## src/rtl/serial_line_conditioner_if.sv

```systemverilog
// Serial line conditioner pin/output bundle: raw pins in, conditioned levels and strobes out.
interface serial_line_conditioner_if;
    logic RAW_SERIAL_CLOCK;
    logic RAW_SERIAL_DATA;
    logic DEBOUNCED_CLOCK;
    logic DEBOUNCED_DATA;
    logic CLOCK_FALL_STROBE;
    logic CLOCK_RISE_STROBE;
    logic LINE_IDLE;

    // Conditioner side: samples the raw pins, drives the filtered results.
    modport slave (
        input  RAW_SERIAL_CLOCK,
        input  RAW_SERIAL_DATA,
        output DEBOUNCED_CLOCK,
        output DEBOUNCED_DATA,
        output CLOCK_FALL_STROBE,
        output CLOCK_RISE_STROBE,
        output LINE_IDLE
    );

    // Pin driver / consumer side.
    modport master (
        output RAW_SERIAL_CLOCK,
        output RAW_SERIAL_DATA,
        input  DEBOUNCED_CLOCK,
        input  DEBOUNCED_DATA,
        input  CLOCK_FALL_STROBE,
        input  CLOCK_RISE_STROBE,
        input  LINE_IDLE
    );
endinterface

```

## src/rtl/serial_line_conditioner.sv

```systemverilog
// Serial line conditioner: synchronises and debounces the raw serial clock/data
// pins, emits one-cycle edge strobes of the filtered clock and flags bus idle.
module serial_line_conditioner #(
    parameter int unsigned DEBOUNCE_CYCLES = 16,
    parameter int unsigned IDLE_CYCLES     = 64
) (
    input  logic                        CONTROL_CLOCK,
    input  logic                        RESET,
    serial_line_conditioner_if.slave    bus
);
    localparam int unsigned DEB_CNT_W  = 8;
    localparam int unsigned IDLE_CNT_W = 16;
    localparam logic [DEB_CNT_W-1:0]  DEB_LAST = DEB_CNT_W'(DEBOUNCE_CYCLES - 1);
    localparam logic [IDLE_CNT_W-1:0] IDLE_MAX = IDLE_CNT_W'(IDLE_CYCLES);

    logic                   r_clk_meta;
    logic                   r_clk_sync;
    logic                   r_dat_meta;
    logic                   r_dat_sync;
    logic                   r_deb_clk;
    logic                   r_deb_dat;
    logic [DEB_CNT_W-1:0]   r_clk_cnt;
    logic [DEB_CNT_W-1:0]   r_dat_cnt;
    logic [IDLE_CNT_W-1:0]  r_idle_cnt;
    logic                   r_fall;
    logic                   r_rise;
    logic                   r_idle;

    logic                   w_clk_flip;
    logic                   w_dat_flip;
    logic                   w_both_high;

    // A line flips once it has disagreed with its filtered value for the full window.
    assign w_clk_flip  = (r_clk_sync != r_deb_clk) && (r_clk_cnt == DEB_LAST);
    assign w_dat_flip  = (r_dat_sync != r_deb_dat) && (r_dat_cnt == DEB_LAST);
    assign w_both_high = r_deb_clk & r_deb_dat;

    // Two-flop synchronisers; idle-high lines so reset to 1.
    always_ff @(posedge CONTROL_CLOCK) begin
        if (RESET) begin
            r_clk_meta <= 1'b1;
            r_clk_sync <= 1'b1;
            r_dat_meta <= 1'b1;
            r_dat_sync <= 1'b1;
        end else begin
            r_clk_meta <= bus.RAW_SERIAL_CLOCK;
            r_clk_sync <= r_clk_meta;
            r_dat_meta <= bus.RAW_SERIAL_DATA;
            r_dat_sync <= r_dat_meta;
        end
    end

    // Serial clock debounce counter and filtered level.
    always_ff @(posedge CONTROL_CLOCK) begin
        if (RESET) begin
            r_deb_clk <= 1'b1;
            r_clk_cnt <= '0;
        end else if (r_clk_sync == r_deb_clk) begin
            r_clk_cnt <= '0;
        end else if (w_clk_flip) begin
            r_deb_clk <= r_clk_sync;
            r_clk_cnt <= '0;
        end else begin
            r_clk_cnt <= r_clk_cnt + DEB_CNT_W'(1);
        end
    end

    // Serial data debounce counter and filtered level.
    always_ff @(posedge CONTROL_CLOCK) begin
        if (RESET) begin
            r_deb_dat <= 1'b1;
            r_dat_cnt <= '0;
        end else if (r_dat_sync == r_deb_dat) begin
            r_dat_cnt <= '0;
        end else if (w_dat_flip) begin
            r_deb_dat <= r_dat_sync;
            r_dat_cnt <= '0;
        end else begin
            r_dat_cnt <= r_dat_cnt + DEB_CNT_W'(1);
        end
    end

    // Edge strobes land on the same edge the filtered clock flips.
    always_ff @(posedge CONTROL_CLOCK) begin
        if (RESET) begin
            r_fall <= 1'b0;
            r_rise <= 1'b0;
        end else begin
            r_fall <= w_clk_flip &  r_deb_clk;
            r_rise <= w_clk_flip & ~r_deb_clk;
        end
    end

    // Saturating idle counter; idle drops on the first edge either line is seen low.
    always_ff @(posedge CONTROL_CLOCK) begin
        if (RESET) begin
            r_idle_cnt <= '0;
            r_idle     <= 1'b0;
        end else begin
            if (!w_both_high) begin
                r_idle_cnt <= '0;
            end else if (r_idle_cnt != IDLE_MAX) begin
                r_idle_cnt <= r_idle_cnt + IDLE_CNT_W'(1);
            end
            r_idle <= w_both_high && (r_idle_cnt == IDLE_MAX);
        end
    end

    assign bus.DEBOUNCED_CLOCK   = r_deb_clk;
    assign bus.DEBOUNCED_DATA    = r_deb_dat;
    assign bus.CLOCK_FALL_STROBE = r_fall;
    assign bus.CLOCK_RISE_STROBE = r_rise;
    assign bus.LINE_IDLE         = r_idle;
endmodule
```

## src/flat_wrapper.sv

```systemverilog
// flat-port wrapper written by rule: the top's interface ports become plain ports
module serial_line_conditioner_flat 
#(
    parameter int unsigned DEBOUNCE_CYCLES = 16,
    parameter int unsigned IDLE_CYCLES     = 64
)
  (CONTROL_CLOCK, RESET, bus_RAW_SERIAL_CLOCK, bus_RAW_SERIAL_DATA, bus_DEBOUNCED_CLOCK, bus_DEBOUNCED_DATA, bus_CLOCK_FALL_STROBE, bus_CLOCK_RISE_STROBE, bus_LINE_IDLE);
  serial_line_conditioner_if bus_i ();
  input  logic CONTROL_CLOCK;
  input  logic RESET;
  input wire logic [$bits(bus_i.RAW_SERIAL_CLOCK)-1:0] bus_RAW_SERIAL_CLOCK;
  input wire logic [$bits(bus_i.RAW_SERIAL_DATA)-1:0] bus_RAW_SERIAL_DATA;
  output wire logic [$bits(bus_i.DEBOUNCED_CLOCK)-1:0] bus_DEBOUNCED_CLOCK;
  output wire logic [$bits(bus_i.DEBOUNCED_DATA)-1:0] bus_DEBOUNCED_DATA;
  output wire logic [$bits(bus_i.CLOCK_FALL_STROBE)-1:0] bus_CLOCK_FALL_STROBE;
  output wire logic [$bits(bus_i.CLOCK_RISE_STROBE)-1:0] bus_CLOCK_RISE_STROBE;
  output wire logic [$bits(bus_i.LINE_IDLE)-1:0] bus_LINE_IDLE;
  assign bus_i.RAW_SERIAL_CLOCK = bus_RAW_SERIAL_CLOCK;
  assign bus_i.RAW_SERIAL_DATA = bus_RAW_SERIAL_DATA;
  assign bus_DEBOUNCED_CLOCK = bus_i.DEBOUNCED_CLOCK;
  assign bus_DEBOUNCED_DATA = bus_i.DEBOUNCED_DATA;
  assign bus_CLOCK_FALL_STROBE = bus_i.CLOCK_FALL_STROBE;
  assign bus_CLOCK_RISE_STROBE = bus_i.CLOCK_RISE_STROBE;
  assign bus_LINE_IDLE = bus_i.LINE_IDLE;
  serial_line_conditioner #(.DEBOUNCE_CYCLES(DEBOUNCE_CYCLES), .IDLE_CYCLES(IDLE_CYCLES)) u_core (.CONTROL_CLOCK(CONTROL_CLOCK), .RESET(RESET), .bus(bus_i));
endmodule
```

## config.mk

```make
export PLATFORM = sky130hd
export DESIGN_NAME = serial_line_conditioner_flat
export DESIGN_NICKNAME = d
export VERILOG_FILES = /design/src/rtl/serial_line_conditioner_if.sv /design/src/rtl/serial_line_conditioner.sv /design/src/flat_wrapper.sv
export SDC_FILE = /design/constraint.sdc
export NUM_CORES = 1
export LEC_CHECK = 0
export CAP_MARGIN = 40
export CORE_ASPECT_RATIO = 0.6
export CORE_MARGIN = 4
export CORE_UTILIZATION = 40
export DETAILED_ROUTE_END_ITERATION = 16
export SYNTH_ARGS = -nofsm -noshare
export SYNTH_HDL_FRONTEND = slang
export SYNTH_SLANG_ARGS = --single-unit
```

## constraint.sdc

```tcl
create_clock -name CONTROL_CLOCK -period 2.42 [get_ports CONTROL_CLOCK]
set_clock_uncertainty 0.15 [all_clocks]
set_input_delay 0.242 -clock CONTROL_CLOCK [delete_from_list [all_inputs] [get_ports CONTROL_CLOCK]]
set_output_delay 0.242 -clock CONTROL_CLOCK [all_outputs]
set_load 0.005 [all_outputs]
```

# ---- After elaboration in Yosys (flattened, before gate mapping)
# Cells that the tools add are included.
dict set report totals {
  register_bits 41
  inputBits 4
  output_inout_bits 5
  elab_cells 38
}
dict set report classes {
  n_addsub 3
  eq_ne 8
  bitwise_logic 7
  n_reduce_logical 8
}
# op n
set ops {}
lappend ops {{$add 16x1->16 const B} 1}
lappend ops {{$add 8x1->8 const B} 2}
lappend ops {{$eq 16x7->1 const B} 1}
lappend ops {{$eq 8x4->1 const B} 2}
lappend ops {{$ne 16x7->1 const B} 1}
lappend ops {{$reduce_or 3->1} 2}
lappend ops {{$not 1->1} 4}
lappend ops {{$reduce_and 2->1} 2}
lappend ops {{$and 1x1->1} 3}
lappend ops {{$logic_and 1x1->1} 3}
lappend ops {{$eq 1x1->1} 2}
lappend ops {{$ne 1x1->1} 2}
lappend ops {{$reduce_or 2->1} 1}

# ---- Longest topological paths before layout
# Gate-level depths: netlist (run 1).
dict set report logic_depth {
  ltp_word 3
  ltp_mapped 6
  ltp_nobuf 6
}

# ---- Worst setup path after synthesis (run 1)
# OpenSTA, ideal clock, no wires.
dict set report synth_timing {
  kind {register -> register}
  startpoint {register u_core.r_idle_cnt[0]}
  endpoint {register u_core.r_idle_cnt[14]}
  setup_time_ns 0.117
  arrival_time_ns 1.257
  required_time_ns 2.153
  path_slack_ns 0.896
  stages_incl_launch_ff 6
  n_path_buf 0
  path_cell_list {dfxtp_1 -> ha_1 -> nand3_2 -> nor4_1 -> xnor2_1 -> nor2_1}
}
dict set report synth_via {
  elab_chain_cells 1
  word_cells_on_any_way 2
}
# element line_no
set synth_lines {}
lappend synth_lines {{start, declared} serial_line_conditioner.sv:24} ;# logic [IDLE_CNT_W-1:0] r_idle_cnt;
lappend synth_lines {{start signal, assigned} serial_line_conditioner.sv:103} ;# r_idle_cnt <= r_idle_cnt + IDLE_CNT_W'(1);
lappend synth_lines {{$add 16x1->16 / $ne 16x7->1 (equally long branches)} {serial_line_conditioner.sv:103, serial_line_conditioner.sv:102}}
# Parallel ways exist; a longest one is shown, timed or not.
# A chain may end at the register's enable or synchronous reset.

# ---- Worst setup path in the final report (run 1)
# Ends and elaborated chain as after synthesis.

==> metrics.txt, run 1 <==
met3 Use GR 0.0402; biggest area contributors in the synthesized netlist dfxtp_1 49%, xnor2_1 8.9%, nor2_1 7.8%, xor2_1 4.7%, nand3_1 3.3%; setup bufs post-CTS 0; Initial Util 0.437; first drt pass iteration count 4; TNS Setup 0 ps; max_cap viols 0; CTS tree done; final non-filler cell area 1910 µm²; Final Cycle Share 0.726; max_slew headroom 0.560; RSZ-0062 raised after global routing false; critical path class flop to flop; Internal Power around 0.96 mW; CTS buffer count 5; Worst Path Buf+Inv 0; Synth Register Bits just over 40; end of the worst hold path u_core.r_clk_sync; Worst path max stage delay 430 ps; vias in the first global route roughly 1100; Layout fillers between 300 and 400; path depth of the worst reg2reg path 5; H-tree depth 2; Mapped Nets 188; Comb pwr share 0.027; Slew @ Worst Pin about 660 ps; Hold Buf Count CTS 0; Pins Over Slew Limit 0; PD cells 626 nW/µm²; post-synth top area cell dfxtp_1; Main synth FF type dfxtp_1; Arrival @ worst endpoint between 1500 and 2000 ps; Max Fanout on Critical Path 7; Die Span Y roughly 58 µm; cts repair resizes 0; Final Util 0.497; r2r startpoint u_core.r_idle_cnt[0]; Core Area 3850 µm²; Seq/Total Area, Yosys 0.488; post-synth top area share 0.488; fraction of layout cells with a size suffix above 1 0.0933; Sw Share 0.202; Critical Path RT 2420 ps; Min Clock Period, post-route 1760 ps; clock latency on the worst-skew pair between 200 and 300 ps; row cnt 17; r2r setup slk 660 ps; largest net degree at the start of global routing 18; LEAKAGE 0.681 nW; CP startpoint kind flop; Yosys cell types 31; routed len/inst roughly 11 µm; GRT Util Overall 0.116; f_max 569 MHz; gr busiest metal met2; sequential power share 0.577; worst min-delay path category flop to flop; Post-layout nets 200; worst hold stages 1; final hold slack 261 ps; clock buffer depth 2; worst-path cell chain ha_1 > nand3_2 > nor4_1 > xnor2_1 > nor2_1; grt total ovfl 0; first-pass GRT wire length about 4900 µm; final setup vio count 0; FFs w/ async S/R, synth 0; vias 1178; Setup crit end kind flop; clock slew at reported path FFs roughly 70 ps; multi-input logic area 811 µm²; global routing usage on met1 0.146; clk sink count 41; Mapped Cells 180; clock network fraction of total power 0.395; initial antenna violation count 0; CTS root buffer clkbuf_8; synth warn 0; critical path's top delay family simple AND/OR/NAND/NOR gates; gpl congestion 0.788; DRT iter0 DRCs 50; Sw Pwr between 0.2 and 0.25 mW; Post-route DRC 0; synthesized area per cell 9.34 µm²; peak supply drop 0.000215 V; Buffers on Ports 8; die area ~5300 µm²; Finished Layout Cells 250; final WL 2840 µm; # placed instances 242; P&R area growth vs syn 13.8%; met2 usage 0.170; number of diodes 0; DR vias/cell 4.71; Crit path depth 5; HPWL Detailed 2060 µm; HP Start u_core.r_clk_meta; die width 91.7 µm; Boundary Pins 9; CP max stage cell dfxtp_1; placed inst area 1810 µm²; Final Hold Viols 0; FF/Latch Area about 820 µm²; status complete, no violations; Post-Syn Area approximately 1700 µm²; Reg-to-Reg End u_core.r_idle_cnt[14]; EDFF count, synth 0; Detail Route Antenna Nets 0
worst register-to-register path, stage by stage, from the launching register on:
cell	delay [ps]
dfxtp_1	430
ha_1	230
nand3_2	190
nor4_1	400
xnor2_1	170
nor2_1	50
cell usage in the layout (no fill, tap or decap), drive strengths merged, types with 5 or more instances in the layout:
cell / n
nor3: 5
nand2: 7
nand3: 12
xor2: 9
xnor2: 17
nand4: 5
dfxtp: 41
nor2: 35
inv: 8
nor4: 5
clkdlybuf4s50: 8
clkbuf: 7
kinds of logic (layout without fill, tap and decap cells):
| logic type | Yosys count | after routing | share of synthesized area |
|---|---|---|---|
| compound gates | 7 | 7 | 0.0253 |
| xor+xnor | 26 | 26 | 0.135 |
| fa+ha+maj | 4 | 4 | 0.0298 |
| buf+inv | 11 | 24 | 0.0298 |
| flops | 41 | 41 | 0.488 |
| mux | 1 | 1 | 0.00595 |
| simple gates | 90 | 90 | 0.286 |
power by group through the flow:
stage | Sequential (mW) | Combinational (mW) | Clock, mW
floorplan | 0.706 | 0.0252 | 0
global placement | 0.707 | 0.0323 | 0
detailed placement | 0.707 | 0.0330 | 0
CTS | 0.692 | 0.0331 | 0.492
global route | 0.693 | 0.0378 | 0.520
finish | 0.692 | 0.0329 | 0.473
area by class of cell:
class,count,share of cell area
flip-flops and latches,41,0.429
inverters,8,0.0157
repair buffers,8,0.0418
clock buffers,7,0.0503
well taps,57,0.0373
clock inverters,1,0.00261
multi-input cells,128,0.424
synth_stat cells, types with 3 or more instances:
master    count
a21oi_1       3
and3_1        3
dfxtp_1      41
ha_1          4
inv_1         8
nand2_1       7
nand3_1      11
nand3b_1      3
nand4_1       3
nor2_1       35
nor3_1        5
nor4_1        4
nor4b_1       4
or2_2         4
xnor2_1      17
xor2_1        9
metal layers:
metal  routed length [µm]  share of wire  up-vias
met5                    0              0        -
met4                   53          0.019        0
met3                  108          0.038        5
met1                 1520           0.54      529
met2                 1150           0.41       18
li1                     -              -      626
state kept, by name, summed over array words and instances (netlist names):
register                      cells
u_core.r_clk_cnt                  8
u_core.bus.DEBOUNCED_DATA         1
u_core.r_dat_cnt                  8
u_core.bus.LINE_IDLE              1
u_core.bus.CLOCK_RISE_STROBE      1
u_core.r_idle_cnt                16
u_core.r_clk_meta                 1
u_core.r_dat_sync                 1
u_core.bus.CLOCK_FALL_STROBE      1
u_core.r_clk_sync                 1
u_core.r_dat_meta                 1
u_core.bus.DEBOUNCED_CLOCK        1
how the worst max path moves through the flow:
stage	start	slack, ps	endpoint
floorplan	u_core.r_idle_cnt[0]	900	u_core.r_idle_cnt[14]
global placement	RESET	520	u_core.r_idle_cnt[2]
detailed placement	RESET	450	u_core.r_idle_cnt[15]
CTS	u_core.r_idle_cnt[0]	670	u_core.r_idle_cnt[14]
global route	u_core.r_idle_cnt[0]	550	u_core.r_idle_cnt[14]
finish	u_core.r_idle_cnt[0]	660	u_core.r_idle_cnt[14]
stage by stage:
step                      setup slack (ps)  total power, mW
after floorplan                        896            0.731
after global placement                 524            0.740
after detailed placement               446            0.740
after CTS                              673             1.22
after global routing                   546             1.25
final                                  662             1.20
Note: power is estimated with default switching activity, not from simulation.
==> inputs of run 2 (changes only) <==
Clock period 2.42 ns to 1.5 ns, I/O delays scaled along.
==> metrics.txt, run 2 (synthesis results as in run 1) <==
worst setup path startpoint u_core.r_idle_cnt[1]; CTS buffer count 5 (unchanged); final setup vio count 3 (+3); Pins Over Slew Limit 0 (unchanged); Final Cycle Share 1.02 (+0.295); status finished with violations; Die Span Y 58.2 µm (unchanged); Setup crit end kind flop; largest reg by FF count u_core.r_idle_cnt; Post-layout nets 232 (+16%); LEAKAGE 0.949 nW (+39%); gpl congestion 0.840 (+6.5%); worst min-delay path category flop to flop; Top Registers u_core.r_idle_cnt: 16 flops, u_core.r_clk_cnt: 8 flops, u_core.r_dat_cnt: 8 flops; commonest cells after routing, fill and taps aside 31 x buf_4, 29 x nor2_1, 29 x dfxtp_1, 17 x xnor2_1, 10 x dfxtp_2; failing checks negative setup slack; r2r startpoint u_core.r_idle_cnt[1]; row cnt 17 (unchanged); fin worst setup slack -32.3 ps (-695 ps); Layout fillers 314 (-13%); HPWL Detailed 2460 µm (+20%); first drt pass iteration count 4 (unchanged); most common cell after layout, fill and taps aside buf_4; FF/Latch Area 841 µm² (+2.4%); Boundary Pins 9 (unchanged); Finished Layout Cells 282 (+13%); max_slew headroom 0.745 (+0.185); critical path class flop to flop; die width 91.7 µm (unchanged); DR vias/cell 5.00 (+6.2%); fraction of layout cells with a size suffix above 1 0.391 (+0.298); grt total ovfl 0 (unchanged); Arrival @ worst endpoint 1560 ps (-200 ps); CTS root buffer clkbuf_8; GRT Util Overall 0.138 (+0.0214); Detail Route Antenna Nets 0 (unchanged); multi-input logic area 1020 µm² (+25%); P&R area growth vs syn 41.3%; number of diodes 0 (unchanged); initial antenna violation count 0 (unchanged); PD cells 804 nW/µm² (+28%); HP Start u_core.r_clk_meta; Slew @ Worst Pin 379 ps (-279 ps); clock latency on the worst-skew pair 280 ps (about the same); Final Hold Viols 0 (unchanged); routed len/inst 12.8 µm (+13%); Hold Buf Count CTS 0 (unchanged); Initial Util 0.437 (unchanged); number of flip-flops in the largest register 16 (unchanged); Final Power 1.91 mW (+59%); Min Clock Period, post-route 1530 ps (-225 ps); Critical Path RT 1530 ps (-890 ps); max_cap viols 0 (unchanged); Max Fanout on Critical Path 4 (-3); clock slew at reported path FFs 80 ps (about the same); vias 1411 (+20%); largest net degree at the start of global routing 18 (unchanged); H-tree depth 2 (unchanged); f_max 653 MHz (+15%); die area 5340 µm² (unchanged); Final Util 0.617 (+0.120); RSZ-0062 raised after global routing true; Buffers on Ports 8 (unchanged); # placed instances 268 (+11%); first-pass GRT wire length 5890 µm (+21%); peak supply drop 0.000639 V (+200%); clk sink count 41 (unchanged); Core Area 3850 µm² (unchanged); final WL 3610 µm (+27%); clock buffer depth 2 (unchanged); CTS tree done; vias in the first global route 1324 (+15%); Post-route DRC 0 (unchanged); DRT iter0 DRCs 70 (+40%); CP startpoint kind flop
run 2: changes by cell type in the layout (fill, tap and decap cells not counted), moves of 3 or more:
cell / change
ha_1: -3
buf_4: +31
nor2_1: -6
nor4_1: -4
dfxtp_1: -12
nor4_4: +3
dfxtp_2: +10
nor2_2: +4
nor3_1: -3
run 2: final timing paths:
kind	endpoint	slack (ps)	depth (start not counted)
worst max-delay path	u_core.r_idle_cnt[0]	-30	6
worst max register to register	u_core.r_idle_cnt[0]	-30	6
worst min register to register	u_core.r_clk_sync	260	1
worst min-delay path	u_core.r_clk_sync	260	1
run 2: worst max-delay path, cell delays in order, from the launching register on:
cell,delay [ps]
dfxtp_4,370
inv_4,60
ha_4,120
nor4b_4,180
nand4_1,250
xnor2_1,240
nor2_1,60
run 2: final cells by class:
class                   count  area share
flip-flops and latches     41       0.354
inverters                   8      0.0137
multi-input cells         128       0.428
clock inverters             2     0.00421
clock buffers               6      0.0305
well taps                  57      0.0300
repair buffers             40       0.140
run 2: what timing repair did:
item	4_1_cts	5_1_grt
endpoints found under the setup margin	17	34
buffers inserted	1	5
pin swaps	5	21
endpoints found under the hold margin	0	0
resized for setup	15	38
gates cloned	0	0
run 2: per-stage QoR:
stage          worst slack, ps  hold slack (ps)  TNS (ps)  area (µm²)
6_report                 -32.3              260     -78.4        2380
5_1_grt                   -151              270      -730        2380
4_1_cts                   6.27              263         0        2190
3_5_place_dp              -129              245     -1090        2040
3_3_place_gp             -67.2              243      -536        2040
2_1_floorplan            -4.19              104     -4.19        1700
run 2: report_power, final:
part           switching [mW]  internal, mW
registers              0.0148          1.10
clock network           0.365         0.323
logic                  0.0449        0.0622
total                   0.424          1.49
run 2: per-layer routing:
layer / GRT usage / part of all wire
met5: 0 / 0
met4: 0.0486 / 0.013
met3: 0.0467 / 0.055
met2: 0.209 / 0.44
met1: 0.183 / 0.50
